$ cat src/rtl/serial_mod_pkg.sv
// Shared types and constants for the serial modulo checker family.
package serial_mod_pkg;

   // Frame-level FSM states
   typedef enum logic [1:0] {
      ST_IDLE = 2'd0,
      ST_RUN  = 2'd1,
      ST_DONE = 2'd2,
      ST_ERR  = 2'd3
   } state_t;

   localparam int unsigned DIV_MAX_DEF = 16;
   localparam int unsigned CNT_W_DEF   = 8;

   // Reset values for state and single-bit flags
   localparam state_t RST_STATE = ST_IDLE;
   localparam logic   RST_FLAG  = 1'b0;

   // Remainder width: enough bits to hold any remainder below div_max
   function automatic int unsigned rem_w_of(input int unsigned div_max);
      return (div_max < 2) ? 1 : $clog2(div_max);
   endfunction

endpackage

$ cat src/rtl/serial_mod_checker_mod2_step.sv
// One MSB-first modulo step: next = (2*rem + data_bit) mod div, given rem < div.
module mod2_step
   import serial_mod_pkg::*;
#(
   parameter int unsigned REM_W = 4
)(
   input  logic [REM_W-1:0] rem_cur,
   input  logic             data_bit,
   input  logic [REM_W:0]   div,
   output logic [REM_W-1:0] rem_nxt
);

   logic [REM_W+1:0] t_c;
   logic [REM_W+1:0] div_ext_c;

   // Shift in the new bit and subtract the divisor at most once
   always_comb begin
      t_c       = {1'b0, rem_cur, data_bit};
      div_ext_c = (REM_W+2)'(div);
      if (t_c >= div_ext_c) begin
         rem_nxt = REM_W'(t_c - div_ext_c);
      end else begin
         rem_nxt = REM_W'(t_c);
      end
   end

endmodule

$ cat config.mk
export PLATFORM = sky130hd
export DESIGN_NAME = mod2_step
export DESIGN_NICKNAME = d
export VERILOG_FILES = /design/src/rtl/serial_mod_pkg.sv /design/src/rtl/serial_mod_checker_mod2_step.sv
export SDC_FILE = /design/constraint.sdc
export NUM_CORES = 1
export LEC_CHECK = 0
export ABC_AREA = 1
export ABC_CLOCK_PERIOD_IN_PS = 4000
export CAP_MARGIN = 20
export CORE_AREA = 2 2 39 41
export DETAILED_ROUTE_END_ITERATION = 7
export DIE_AREA = 0 0 41 43
export GPL_TIMING_DRIVEN = 0
export PLACE_DENSITY = 0.44
export REMOVE_ABC_BUFFERS = 1
export SKIP_LAST_GASP = 1
export SLEW_MARGIN = 20
export SYNTH_ARGS = -nofsm -noshare
export SYNTH_HDL_FRONTEND = slang
export SYNTH_SLANG_ARGS = --single-unit
export TNS_END_PERCENT = 10
$ cat constraint.sdc
create_clock -name vclk -period 4
set_input_delay 0.8 -clock vclk [all_inputs]
set_output_delay 0.8 -clock vclk [all_outputs]
set_load 0.01 [all_outputs]
[After elaboration in Yosys (flattened, before gate mapping)]
Cells that the tools add are included.
Word-level totals
  logic and storage cells: 3
  register bits: 0
  input port bits: 10
Cells by class
  add/subtract/negate cells: 1
  muxes and demuxes: 1
  order comparisons: 1
Operators by type and width (count)
  $ge A5 B5 Y1: 1
  $mux W4: 1
  $sub A4 B4 Y4: 1

[Longest topological paths before layout]
Gate-level depths: netlist (run 1).
  depth in word-level cells: 2
  depth in mapped cells: 9
  depth with buffers taken out: 9

[Least setup slack after synthesis (run 1)]
OpenSTA, ideal clock, no wires.
  path type: input-to-output
  from: in data_bit
  to: out rem_nxt[2]
  setup slack: 1.495 ns
  required time: 3.200 ns
  path buffers: 0
  data arrival time: 1.705 ns
  stages: 7
  path through: inv_1 > ha_1 > inv_1 > fa_1 > xor2_1 > nand2_1 > nand2_1
On the way
  cells in the longest elaborated chain, start to end: 2
  elaborated cells on any way between the ends: 3
RTL lines
  start: declaration: RTL line serial_mod_checker_mod2_step.sv:8  | input logic data_bit,
  $sub A4 B4 Y4 or $ge A5 B5 Y1 (tied branches): RTL line serial_mod_checker_mod2_step.sv:21, serial_mod_checker_mod2_step.sv:20
  $mux W4 (*): RTL line serial_mod_checker_mod2_step.sv:20  | if (t_c >= div_ext_c) begin
  end: declaration: RTL line serial_mod_checker_mod2_step.sv:10  | output logic [REM_W-1:0] rem_nxt
Mark *: on every way between the ends. The rest lies on a longest branch, timed or not.

[Worst setup path in the final report (run 1)]
Same ends and word-level chain as after synthesis.

==> flow_results.org, run 1 <==
** Floorplanning
- Die area :: 1760 um^2
- For this configuration, the core starts out at a cell density of 20.0%.
- Die Y :: 43 um
- Floorplan die width :: 41 um
- The floorplan has 14 rows.
- The floorplan step defined a core boundary enclosing 1380 um^2.
- # IOs :: 14

** Timing
- Setup repair after global routing left no endpoint under its margin.
- Minimum clock period after layout :: roughly 3.5 ns
- The total count of hold-check failures in the final report is 0.
- Transition time at the pin with the least slew margin :: around 0.17 ns
- The worst path uses 87.2% of the clock period.
- On the final layout, the worst hold slack is 2.65 ns.
- Rel. slew slack :: 88.4%
- The final-report max-slew violation count was 0.
- Static timing analysis puts the maximum clock frequency at around 290 MHz.
- Setup violations remaining at the end of the flow were counted as 0.
- Adding up every negative setup slack in the final design gives 0 ns.

** Drt
- Vias/cell :: roughly 4.0
- Residual antenna-violating net count after detailed routing :: 0
- After detailed routing, the number of remaining DRC violations is 0.
- In the final routed layout, each cell accounts on average for 7.60 um.
- Number of detailed-routing iterations run before antenna repair :: 2
- DRT iter0 DRCs :: 2
- The routed layout has 303 vias.
- Total detailed-routing wirelength :: between 500 and 600 um

** Layout
- Fraction of final layout cells with drive strength greater than 1 :: 10.2%
- After routing the design area is 437 um^2.
- In the final layout, flip-flops and latches occupy 0 um^2.
- Compared with the post-synthesis result, the final layout area differs by 57.9%.
- The multi-input combinational cells in the finished layout cover a total of 239 um^2.
- Post-route non-filler standard cell count :: 75
- The filler cells instantiated in the layout total 167.
- The design has 0 sequential cells.
- Final nets :: 77
- Number of clock buffers in the layout :: 0
- The repair_antennas step left the layout with diodes totalling 0.

** Worst setup path
- The critical path is of the in -> out type.
- Data on the critical path is required at its endpoint by 3.20 ns.
- CP Max Fanout :: 2
- Worst Setup End Kind :: output port
- For the worst setup path, the data arrival time is about 2.7 ns.
- The worst setup path is launched from a primary input.

** Place
- Post-detail-place hpwl :: 528 um
- Placed instance count :: 75
- At the end of routability-driven placement, the weighted congestion stood at between 0.6 and 0.7.
- The count of buffers added on input and output ports is 14.
- In this run the cell area measured after placement is 437 um^2.

** Power and ir drop
- For this design the ratio of total power to cell area is 148 nW/um^2.
- Overall power consumption :: about 64 uW
- Largest voltage drop on the vdd net :: approximately 72 uV
- In this run the static leakage power is 0.000232 uW.

** Global route
- Initial antenna violation count :: 0
- Via count of the first global-routing pass :: between 200 and 300
- GR Overflow Total :: 0
- First-pass GRT wire length :: ~1000 um
- Overall routing resource usage :: 7.80%
- Largest net degree at the start of global routing :: 6

** Yosys
- Of the synthesized area, sequential elements account for 0%.
- In this run, distinct cell masters in the synthesized netlist total 12.
- The Yosys step of the flow raised 0 warnings.
- Summing every instance area after synthesis gives 277 um^2.
- Gate count of the mapped netlist :: between 40 and 50
- In this run the mean area of a mapped cell was 6.14 um^2.

** Clocking
- In this run the post-CTS setup repair buffer count came out at 0.
- Buffers inserted to repair hold after CTS numbered 0.
- Quantity of gates resized following cts :: 0

** Worst hold path
- Hold WC Path Type :: in -> out

** Run status
- Status :: finished clean

** Run
- Across the run, the number of max-cap violations was 0.
==> report_power, final <==
group	internal, uW	leakage [uW]	total [uW]	switching, uW
logic	34.7	0.000232	64.5	29.8
registers	0	0	0	0
clock network	0	0	0	0
==> cell usage in the layout (no fill, tap or decap), drive strengths merged <==
cell           synthesis  routed
nand3                  3       3
clkdlybuf4s50          0      14
ha                     5       5
a21oi                  2       2
inv                   10      10
nor2                   1       1
fa                     1       1
xor2                   1       1
nand2                 18      18
nand4                  4       4
==> kinds of logic (layout without fill, tap and decap cells) <==
logic type | Yosys count | count (layout) | synth area share [%]
fa+ha+maj | 6 | 6 | 29.9
simple gates | 26 | 26 | 45.7
xor+xnor | 1 | 1 | 3.17
buf+inv | 10 | 24 | 13.6
compound gates | 2 | 2 | 7.69
==> path summary, 6_finish.rpt <==
kind	from	to	slack, ns	depth (start not counted)
setup / recovery	data_bit	rem_nxt[2]	0.51	9
hold / removal	data_bit	rem_nxt[0]	2.65	4
==> cell type report <==
cell class | count | share of cell area, %
multi-input combinational | 35 | 54.7
timing repair buffer | 14 | 32.1
inverter | 10 | 8.60
tap | 16 | 4.58
==> through the flow <==
stage               utilization (%)  worst slack (ns)
floorplan                         -              1.50
global placement               31.6             0.488
detailed placement             31.6             0.494
CTS                            31.6             0.485
global route                   31.6             0.326
finish                         31.6             0.514
==> cell usage after synthesis, drive strengths merged <==
cell | number | share of area (%)
nand2 | 18 | 27
inv | 10 | 14
ha | 5 | 23
nand4 | 4 | 9.0
nand3 | 3 | 7.2
a21oi | 2 | 7.7
fa | 1 | 7.2
nor2 | 1 | 2.3
xor2 | 1 | 3.2
==> routing by layer <==
metal / GRT usage, % / routed length, um / vias up / part of all wire [%]
li1: - / - / 172 / -
met1: 11.7 / 277 / 124 / 49
met2: 12.8 / 255 / 7 / 45
met3: 0 / 37 / 0 / 6.5
met4: 0 / 0 / 0 / 0
met5: 0 / 0 / - / 0
==> worst max-delay path, stage by stage <==
cell                              delay, ns
sky130_fd_sc_hd__clkdlybuf4s50_1       0.43
sky130_fd_sc_hd__inv_1                 0.07
sky130_fd_sc_hd__ha_1                  0.16
sky130_fd_sc_hd__inv_1                 0.06
sky130_fd_sc_hd__fa_1                  0.37
sky130_fd_sc_hd__xor2_1                0.16
sky130_fd_sc_hd__nand2_1               0.06
sky130_fd_sc_hd__nand2_1               0.05
sky130_fd_sc_hd__clkdlybuf4s50_1       0.53
Power figures use the tool's default switching activity.
==> run 2, diff against run 1 <==
- GPL_ROUTABILITY_DRIVEN: unset -> 0
==> results of run 2 <==
Same layout as run 1: the final DEF is identical, and so are final timing and power.
